### src/rtl/vectored_interrupt_control_unit.sv
// Prioritised, maskable interrupt sequencer for the single-cycle core: drains the pipeline,
// redirects to a per-source vector, and returns to the captured PC.
module vectored_interrupt_control_unit #(
  parameter int unsigned ADDRESS_BITS  = 20,
  parameter int unsigned NUM_SOURCES   = 4,
  parameter int unsigned VECTOR_BASE   = 'h100,
  parameter int unsigned VECTOR_STRIDE = 16,
  localparam int unsigned ID_BITS      = (NUM_SOURCES > 1) ? $clog2(NUM_SOURCES) : 1
) (
  input  logic                    clock,
  input  logic                    reset,
  input  logic [NUM_SOURCES-1:0]  irq_request,
  input  logic [NUM_SOURCES-1:0]  irq_enable,
  input  logic                    global_enable,
  input  logic                    pipeline_idle,
  input  logic [ADDRESS_BITS-1:0] issue_PC,
  input  logic                    instr_retire,
  input  logic                    interrupt_return,
  output logic                    interrupt_stall,
  output logic                    interrupt_jump,
  output logic [ADDRESS_BITS-1:0] target_PC,
  output logic [ADDRESS_BITS-1:0] saved_PC,
  output logic                    interrupt_done,
  output logic                    interrupt_active,
  output logic [NUM_SOURCES-1:0]  irq_ack,
  output logic [ID_BITS-1:0]      active_id
);

  typedef enum logic [2:0] {
    ST_IDLE,
    ST_DRAIN,
    ST_JUMP,
    ST_ACTIVE,
    ST_RETURN
  } state_t;

  localparam logic [ADDRESS_BITS-1:0] BASE_ADDR   = ADDRESS_BITS'(VECTOR_BASE);
  localparam logic [ADDRESS_BITS-1:0] STRIDE_ADDR = ADDRESS_BITS'(VECTOR_STRIDE);

  state_t                  state_q, state_d;
  logic                    guard_q, guard_d;
  logic [ADDRESS_BITS-1:0] saved_pc_q, saved_pc_d;
  logic [ID_BITS-1:0]      active_id_q, active_id_d;

  logic [NUM_SOURCES-1:0]  pending;
  logic [ID_BITS-1:0]      winner;
  logic [ADDRESS_BITS-1:0] vector_pc;

  // Lowest index wins: scan downwards so the last hit is the smallest set bit.
  always_comb begin
    pending = irq_request & irq_enable & {NUM_SOURCES{global_enable}};
    winner  = '0;
    for (int i = NUM_SOURCES - 1; i >= 0; i--) begin
      if (pending[i]) winner = ID_BITS'(i);
    end
  end

  // Product and sum wrap modulo 2**ADDRESS_BITS by construction.
  assign vector_pc = BASE_ADDR + ADDRESS_BITS'(active_id_q) * STRIDE_ADDR;

  // NOTE: state registers use non-blocking assignments so every flop samples
  // pre-edge values; the combinational process below uses blocking assignments.
  always_ff @(posedge clock or negedge reset) begin
    if (!reset) begin
      state_q     <= ST_IDLE;
      guard_q     <= 1'b0;
      saved_pc_q  <= '0;
      active_id_q <= '0;
    end else begin
      state_q     <= state_d;
      guard_q     <= guard_d;
      saved_pc_q  <= saved_pc_d;
      active_id_q <= active_id_d;
    end
  end

  always_comb begin
    // NOTE: every signal gets a default before the case so no path leaves one
    // unassigned, which would otherwise infer a latch.
    state_d          = state_q;
    guard_d          = guard_q;
    saved_pc_d       = saved_pc_q;
    active_id_d      = active_id_q;
    interrupt_stall  = 1'b0;
    interrupt_jump   = 1'b0;
    interrupt_done   = 1'b0;
    interrupt_active = 1'b0;
    target_PC        = '0;
    irq_ack          = '0;

    unique case (state_q)
      ST_IDLE: begin
        // A retire clears the guard, but the request seen this cycle still waits one more.
        if (guard_q && instr_retire) guard_d = 1'b0;
        if (!guard_q && (pending != '0)) begin
          active_id_d = winner;
          state_d     = ST_DRAIN;
        end
      end
      ST_DRAIN: begin
        interrupt_stall = 1'b1;
        if (pipeline_idle) begin
          saved_pc_d = issue_PC;
          state_d    = ST_JUMP;
        end
      end
      ST_JUMP: begin
        interrupt_jump   = 1'b1;
        interrupt_active = 1'b1;
        target_PC        = vector_pc;
        irq_ack          = NUM_SOURCES'(1) << active_id_q;
        state_d          = ST_ACTIVE;
      end
      ST_ACTIVE: begin
        interrupt_active = 1'b1;
        if (interrupt_return) state_d = ST_RETURN;
      end
      ST_RETURN: begin
        interrupt_jump = 1'b1;
        interrupt_done = 1'b1;
        target_PC      = saved_pc_q;
        guard_d        = 1'b1;
        state_d        = ST_IDLE;
      end
      default: state_d = ST_IDLE;
    endcase
  end

  assign saved_PC  = saved_pc_q;
  assign active_id = active_id_q;

endmodule

### config.mk
export PLATFORM = sky130hd
export DESIGN_NAME = vectored_interrupt_control_unit
export DESIGN_NICKNAME = d
export VERILOG_FILES = /design/src/rtl/vectored_interrupt_control_unit.sv
export SDC_FILE = /design/constraint.sdc
export NUM_CORES = 1
export LEC_CHECK = 0
export CAP_MARGIN = 25
export CORE_MARGIN = 5
export CORE_UTILIZATION = 50
export CTS_BUF_LIST = sky130_fd_sc_hd__clkbuf_4 sky130_fd_sc_hd__clkbuf_8
export DETAILED_ROUTE_END_ITERATION = 16
export DONT_BUFFER_PORTS = 1
export HOLD_SLACK_MARGIN = 0.1
export PLACE_DENSITY = 0.68
export REMOVE_ABC_BUFFERS = 1
export SKIP_LAST_GASP = 1
export SLEW_MARGIN = 10
export SYNTH_ARGS = -nofsm -noshare
export SYNTH_HDL_FRONTEND = slang
export SYNTH_SLANG_ARGS = --single-unit
### constraint.sdc
create_clock -name clock -period 1.5 [get_ports clock]
set_clock_uncertainty 0.1 [all_clocks]
set_input_delay 0.3 -clock clock [delete_from_list [all_inputs] [get_ports clock]]
set_output_delay 0.3 -clock clock [all_outputs]
set_load 0.005 [all_outputs]
==> results_dict.tcl, run 1 <==
set metrics [dict create \
    internal-power_mw 2.56 \
    antenna_left 0 \
    routabilityCongestion 0.761 \
    power_density_nw_per_um2 1880 \
    post_drt_wl_per_cell_um 19.8 \
    nFillCells 180 \
    synthMuxAreaShare_pct 22.4 \
    drtIter0Drc 3 \
    htreeDepth 1 \
    via_per_inst 5.61 \
    switching_share_pct 35.5 \
    setup_slack_ns -0.253 \
    dieArea_um2 3930 \
    cp_top_family "flip-flops" \
    postSynthAreaPerCell_um2 12.0 \
    root_buffer "clkbuf_4" \
    rsz0062_at_grt "true" \
    relSlewSlack_pct 73.4 \
    syn_to_final_growth_pct 51.8 \
    cts_sinks 26 \
    path_buf_inv 2 \
    start_kind "flop" \
    placed_cells 152 \
    crit_type "reg -> out" \
    worst_pin_slew_ns 0.399 \
    seq_area_frac_synth_pct 46.8 \
    yosysUniqueCellTypes 28 \
    ys_top_cells_by_area "dfrtp_1 47%, mux2_4 22%, and3_1 8.1%" \
    num_rows 19 \
    p_comb_share_pct 50.4 \
    total_power_mw 3.97 \
    cts_buffers 3 \
    p_sw_mw 1.41 \
    drc_errors 0 \
    first_pass_iters 2 \
    num_antenna_cells 0 \
    start_util_pct 51.3 \
    leakagePower_nw 0.961 \
    final_nets 196 \
    ioPinCount 84 \
    synth_fa_ha_area_share_pct 0 \
    clockPowerShare_pct 12.1 \
    design.core.area_um2 2710 \
    utilization_pct 77.8 \
    path_cells "buf_4 -> nor2_4 -> buf_12 -> and3_1" \
    synth_top_area_cell "dfrtp_1" \
    synthFlopType "dfrtp_1" \
    crit_required_ns 1.10 \
    yosys_warnings 0 \
    hold_violations 0 \
    violations "setup timing" \
    synth_xor_area_share_pct 0 \
    first_global_vias 1196 \
    max_freq_ghz 0.571 \
    cp_data_arrival_time_ns 1.35 \
    grt_overflow_total 0 \
    port_buffers 0 \
    die_h_um 62.7 \
    synth_top_family_by_area "multiplexers" \
    ys_ff_latch 26 \
    cts_tree "yes" \
    route.vias.total 1077 \
    netlist_instances 116 \
    worstSkewPairLatency_ns 0.31 \
    final_layout_size_suffix_gt1_share_pct 46.6 \
    slew_viol_final 0 \
    final_common_cell "dlygate4sd3_1" \
    syn_area_um2 1390 \
    antenna_found_initial 0 \
    period_needed_ns 1.75 \
    routed_wl_um 3810 \
    post-route-period-util_pct 117 \
    peakVddDrop_mv 1.38 \
    setup_violations 49 \
    cts.clk_slew.worst_paths_ns 0.14 \
    async_flop_share_pct 100 \
    status "finished with violations" \
    path_max_fanout 17 \
    grt_first_pass_wirelength_um 5860 \
    grtUsageTotal_pct 18.1 \
    synth-compound-area-share_pct 5.76 \
    max_cap_viol_count 0 \
    post-dp-hpwl_um 2400 \
    cts_buffer_depth 2 \
    finalNonFillerCells 192 \
    grt_max_degree 27 \
    die_w_um 62.7 \
    final_cell_mix "25 x dlygate4sd3_1, 24 x dfrtp_1, 20 x mux2_4" \
    cp-end-kind "output port" \
    crit_path_top_delay_cell "dfrtp_1" \
    cp_slowest_stage_delay_ns 0.43 \
    hold_class "in -> reg" \
    yosys.area_share.simple_pct 20.9 \
    yosysTopAreaCellShare_pct 46.8 \
    pwr-share-seq_pct 37.6 \
    synth_edf_count 0 \
]
==> sequential cells by signal, indices dropped and copies added (netlist names) <==
register	count
saved_PC	20
state_q	3
active_id	2
guard_q	1
==> stage by stage <==
stage               hold WS (ns)  worst slack, ns  TNS [ns]  cell area (um^2)
floorplan                -0.0956           -0.180     -3.71              1340
global placement         -0.0949         -0.00111  -0.00183              1500
detailed placement       -0.0949          -0.0883    -0.316              1500
CTS                        0.106           -0.265    -10.52              1950
global route               0.102           -0.337    -13.18              2110
finish                     0.118           -0.253     -9.82              2110
==> path summary, 6_finish.rpt <==
kind                            endpoint  cells past startpoint      startpoint  slack [ns]
setup / recovery           target_PC[17]                      4      state_q[1]       -0.25
hold / removal              active_id[1]                      2  irq_request[0]        0.12
setup reg to reg            saved_PC[11]                      5      state_q[1]       -0.18
hold reg to reg                  guard_q                      1         guard_q        0.42
max in group asynchronous     state_q[0]                      2           reset        0.84
min in group asynchronous    saved_PC[9]                      2           reset        0.30
==> routing by layer <==
layer / up-vias / wire length [um] / share of wire (%) / global-route usage [%]
met5: - / 0 / 0 / 0
met4: 0 / 57 / 1.5 / 4.77
met3: 6 / 255 / 6.7 / 5.04
met2: 49 / 2120 / 56 / 34.5
met1: 516 / 1370 / 36 / 19.3
li1: 506 / - / - / -
==> power groups by stage <==
stage | logic [mW] | registers [mW] | clock network [mW]
after floorplan | 0.914 | 1.38 | 0
after global placement | 1.35 | 1.44 | 0
after detailed placement | 1.38 | 1.46 | 0
after CTS | 1.71 | 1.45 | 0.484
after global routing | 2.14 | 1.55 | 0.519
final | 2.00 | 1.49 | 0.478
==> logic make-up (layout without fill, tap and decap cells) <==
kind of cell	after synthesis	count (layout)
AOI/OAI and AO/OA	12	12
buffers and inverters	9	54
DFF	26	26
muxes	21	21
and+or+nand+nor	48	48
==> cells in the mapped netlist (all sizes together), types with 2 or more instances <==
cell type and count:
buf 4, dfrtp 26, nor4 2, a22oi 2, and3 18, a21oi 5
nand2 7, clkbuf 4, mux2 21, a22o 2, nor2b 2, nor2 9
nand2b 3
==> final cells by class <==
type,count,area [um^2],area share (%)
Sequential cell,26,653,31.0
Timing Repair Buffer,49,536,25.4
Clock buffer,3,22.5,1.07
Clock inverter,1,30.0,1.42
Multi-Input combinational cell,81,823,39.0
Inverter,1,6.26,0.297
Tap cell,31,38.8,1.84
==> repair_timing <==
item | CTS | global route
buffers inserted | 6 | 3
hold endpoints to repair | 50 | 1
setup endpoints to repair | 50 | 51
cloned | 1 | 0
pin swaps | 3 | 5
gates resized for setup | 14 | 26
hold buffers | 25 | 1
Note: power is estimated with default switching activity, not from simulation.
==> run 2: changes to the inputs <==
--- a/config.mk
+++ b/config.mk
@@ -15,7 +15,6 @@
 export PLACE_DENSITY = 0.68
 export REMOVE_ABC_BUFFERS = 1
 export SKIP_LAST_GASP = 1
-export SLEW_MARGIN = 10
 export SYNTH_ARGS = -nofsm -noshare
 export SYNTH_HDL_FRONTEND = slang
 export SYNTH_SLANG_ARGS = --single-unit
==> results of run 2 <==
The final DEF is identical to that of run 1; final timing and power are the same.
